===== src/rtl/uart_to_axis_m.sv =====
// Polls a UART RX port (status then data) and forwards each byte as one AXI-Stream beat; byte appears on tvalid 5 edges after a poll starts.
// A stalled tready holds tdata/tvalid and suspends all polling, so no byte is dropped; receive errors accumulate in sticky rx_err.
module uart_to_axis_m #(
    parameter logic [1:0]  STAT_ADDR = 2'd1,
    parameter logic [1:0]  DATA_ADDR = 2'd0,
    parameter int unsigned POLL_GAP  = 16
) (
    input  logic       clk,
    input  logic       rst,
    output logic       rd,
    output logic [1:0] raddr,
    input  logic [7:0] rdata,
    output logic [7:0] term_out_tdata,
    output logic       term_out_tvalid,
    input  logic       term_out_tready,
    output logic       rx_err
);

    localparam int GW = (POLL_GAP > 0) ? $clog2(POLL_GAP + 1) : 1;
    localparam logic [GW-1:0] GAP_LOAD = GW'(POLL_GAP);

    typedef enum logic [2:0] {
        IDLE,
        S_REQ,
        S_CHK,
        D_REQ,
        D_CAP,
        OUT
    } state_t;

    state_t        state;
    state_t        state_nxt;
    logic [GW-1:0] gap;
    logic [GW-1:0] gap_nxt;
    logic          rd_nxt;
    logic [1:0]    raddr_nxt;
    logic [7:0]    tdata_nxt;
    logic          tvalid_nxt;
    logic          rx_err_nxt;

    always_ff @(posedge clk) begin
        if (rst) begin
            state           <= IDLE;
            gap             <= '0;
            rd              <= 1'b0;
            raddr           <= 2'd0;
            term_out_tdata  <= 8'h00;
            term_out_tvalid <= 1'b0;
            rx_err          <= 1'b0;
        end else begin
            state           <= state_nxt;
            gap             <= gap_nxt;
            rd              <= rd_nxt;
            raddr           <= raddr_nxt;
            term_out_tdata  <= tdata_nxt;
            term_out_tvalid <= tvalid_nxt;
            rx_err          <= rx_err_nxt;
        end
    end

    always_comb begin
        state_nxt = state;
        case (state)
            IDLE:    if (gap == '0) state_nxt = S_REQ;
            S_REQ:   state_nxt = S_CHK;
            S_CHK:   state_nxt = rdata[0] ? IDLE : D_REQ;
            D_REQ:   state_nxt = D_CAP;
            D_CAP:   state_nxt = OUT;
            OUT:     if (term_out_tvalid && term_out_tready) state_nxt = IDLE;
            default: state_nxt = IDLE;
        endcase
    end

    // rd defaults low so every read strobe lasts exactly one cycle.
    always_comb begin
        gap_nxt    = gap;
        rd_nxt     = 1'b0;
        raddr_nxt  = raddr;
        tdata_nxt  = term_out_tdata;
        tvalid_nxt = term_out_tvalid;
        rx_err_nxt = rx_err;
        case (state)
            IDLE: begin
                if (gap == '0) begin
                    rd_nxt    = 1'b1;
                    raddr_nxt = STAT_ADDR;
                end else begin
                    gap_nxt = gap - GW'(1);
                end
            end
            S_CHK: begin
                rx_err_nxt = rx_err | rdata[1] | rdata[2];
                if (rdata[0]) begin
                    gap_nxt = GAP_LOAD;
                end else begin
                    rd_nxt    = 1'b1;
                    raddr_nxt = DATA_ADDR;
                end
            end
            D_CAP: begin
                tdata_nxt  = rdata;
                tvalid_nxt = 1'b1;
            end
            OUT: begin
                if (term_out_tvalid && term_out_tready) begin
                    tvalid_nxt = 1'b0;
                    gap_nxt    = GAP_LOAD;
                end
            end
            default: ;
        endcase
    end

endmodule


===== config.mk =====
export PLATFORM = sky130hd
export DESIGN_NAME = uart_to_axis_m
export DESIGN_NICKNAME = d
export VERILOG_FILES = /design/src/rtl/uart_to_axis_m.sv
export SDC_FILE = /design/constraint.sdc
export NUM_CORES = 1
export LEC_CHECK = 0
export ABC_AREA = 1
export BUFFER_PORTS_ARGS = -buffer_cell sky130_fd_sc_hd__buf_2
export CAP_MARGIN = 20
export CORE_AREA = 2 2 49 51
export CTS_BUF_LIST = sky130_fd_sc_hd__clkbuf_4 sky130_fd_sc_hd__clkbuf_8
export CTS_CLUSTER_DIAMETER = 150
export CTS_CLUSTER_SIZE = 20
export DETAILED_ROUTE_END_ITERATION = 7
export DIE_AREA = 0 0 51 53
export PLACE_DENSITY = 0.7
export SYNTH_ARGS = -nofsm -noshare
export SYNTH_HDL_FRONTEND = slang
export SYNTH_SLANG_ARGS = --single-unit
export TNS_END_PERCENT = 5

===== constraint.sdc =====
create_clock -name clk -period 3.28 [get_ports clk]
set_input_delay 0.492 -clock clk [delete_from_list [all_inputs] [get_ports clk]]
set_output_delay 0.492 -clock clk [all_outputs]
set_load 0.005 [all_outputs]

==> flow_summary.ini <==
[setup_path]
path_depth = 8
cpLargestDelayFamily = simple AND/OR/NAND/NOR gates
cp_max_fo = 8
slowest_stage = dfxtp_1
critical_path.max_stage_delay_ns = 0.34
crit_chain = inv_1 > ha_1 > nand3_1 > nand2_2 > nand2_4 > nand2_4 > nor2_1 > nor2_2
worst_ep_required_time_ns = 3.49
reg2reg_depth = 8
crit_type = flip-flop to flip-flop
path_buf_inv = 1
start_kind = flip-flop
crit_path_end_kind = flip-flop
path_common_cell = nand2_4
arrival_ns = 1.59

[route]
ant_nets = 0
routed_wl_um = 1890
via_per_inst = 4.94
post_drt_wl_per_cell_um = 10.5
remaining_drc_errors = 0
firstDrtPassIters = 6
initialDrtViolationCount = 9
vias = 890

[placed_design]
dp_hpwl_um = 1450
gp_congestion = 0.857
placed_area_um2 = 1070
io_buffers = 22

[job]
drv_cap = 0

[floorplan]
dieArea_um2 = 2700
die_x_um = 51
dieHeight_um = 53
ios = 24
rows = 17
start_util = 0.440
core_um2 = 2150

[cells_and_area]
final_util = 0.514
syn_to_final_growth_pct = 17.0
final_common_cell = nor2_1
mostFrequentLayoutCells = nor2_1, buf_2, dfxtp_1, nand2_1, inv_1
finalInstanceArea_um2 = 1100
n_antenna_cell = 0
drive_gt1_frac = 0.289
final_nets = 165

[yosys]
yosys_warnings = 0
syn_area_per_cell_um2 = 7.38
syn_nets = 140
syn_inst = 128
synth_edf_count = 0
async_flop_share = 0
synth_flop_cell = dfxtp_1
yosysUniqueCellTypes = 24
ys_seq_area_frac = 0.424
ys_ff_latch = 20
synth_area_um2 = 945

[global_route]
grt_max_degree = 15
grt_pass1_vias = 812
antenna_found_initial = 0
grt_pass1_wl_um = 3380
globalRouteOverflowTotal = 0
grt_usage = 0.169

[timing]
finalSetupTns_ns = 0
timing.final.crit_period_ns = 1.38
setup_viol = 0
layout_worst_path_cycle_share = 0.420
finalHoldViolations = 0
hold_slack_ns = 0.423
fmax_ghz = 0.727
slew_viol_final = 0
rsz0062_at_grt = false
skew_ns = 0.00163

[power]
leakagePower_uw = 0.000545
p_per_area_nw_per_um2 = 833
p_total_uw = 920
peakVddDrop_v = 0.000461

[clock_tree]
ctsHoldBuffers = 0
cts_root_buf = clkbuf_4
clk_latency_ns = 0.31
cts_tree = built
htree_levels = 1
ctsLongestPathBuffers = 2
cts.repair.resized = 0
cts_sinks = 20
cts_buffers = 3
post_cts_buffers = 0
clk_pin_slew_ns = 0.11

[worst_hold_path]
min_path_cells = 2
min_path_type = primary input to flip-flop

[outcome]
status = finished clean
per-layer routing:
metal,vias to the layer above,GRT usage,share of wire
met5,-,0,0
met4,0,0.0991,0.017
met3,3,0.0339,0.055
met2,31,0.314,0.51
met1,405,0.175,0.42
li1,451,-,-
cell usage after synthesis, types with 2 or more instances:
master   instances  share of area
a21oi_1          9          0.048
dfxtp_1         20           0.42
inv_1           14          0.056
inv_2            2         0.0079
nand2_1         16          0.064
nand2_2          5          0.033
nand2_4          2          0.024
nand3_1          9          0.048
nand3_2          2          0.021
nor2_1          24          0.095
nor2_2           4          0.026
o21ai_0          9          0.048
area by class of cell:
class | instances | area, µm²
fillers | 227 | 1040
multi-input cells | 89 | 457
flip-flops and latches | 20 | 400
repair buffers | 22 | 110
inverters | 17 | 66.3
clock buffers | 4 | 36.3
well taps | 28 | 35.0
flip-flops by register name (all words and copies together) (netlist names):
signal / flops
gap: 5
rx_err: 1
state: 3
term_out_tdata: 8
term_out_tvalid: 1
rd: 1
raddr: 1
final timing paths:
kind | from | end | slack (ns)
worst max-delay path | gap[0] | gap[4] | 1.90
worst min-delay path | rst | gap[2] | 0.42
worst max register to register | gap[0] | gap[4] | 1.90
worst min register to register | raddr[0] | raddr[0] | 0.47
per-stage QoR:
| step | std cells | setup WS [ns] |
|---|---|---|
| final | 180 | 1.90 |
| after global routing | 180 | 1.79 |
| after CTS | 180 | 1.90 |
| after detailed placement | 176 | 1.93 |
| after global placement | 176 | 1.98 |
| after floorplan | 128 | 2.05 |
report_power, final:
group          internal, µW  switching (µW)
Clock                  67.8            77.3
Combinational           171             263
Sequential              301            40.4
cells by family after synthesis:
group	share of synthesized area
buffers and inverters	0.0927
other	0.00397
AO/OA/AOI/OAI	0.119
adder cells (fa/ha/maj)	0.0132
AND/OR/NAND/NOR	0.338
flip-flops	0.424
XOR/XNOR	0.00927
Power figures use the tool's default switching activity.
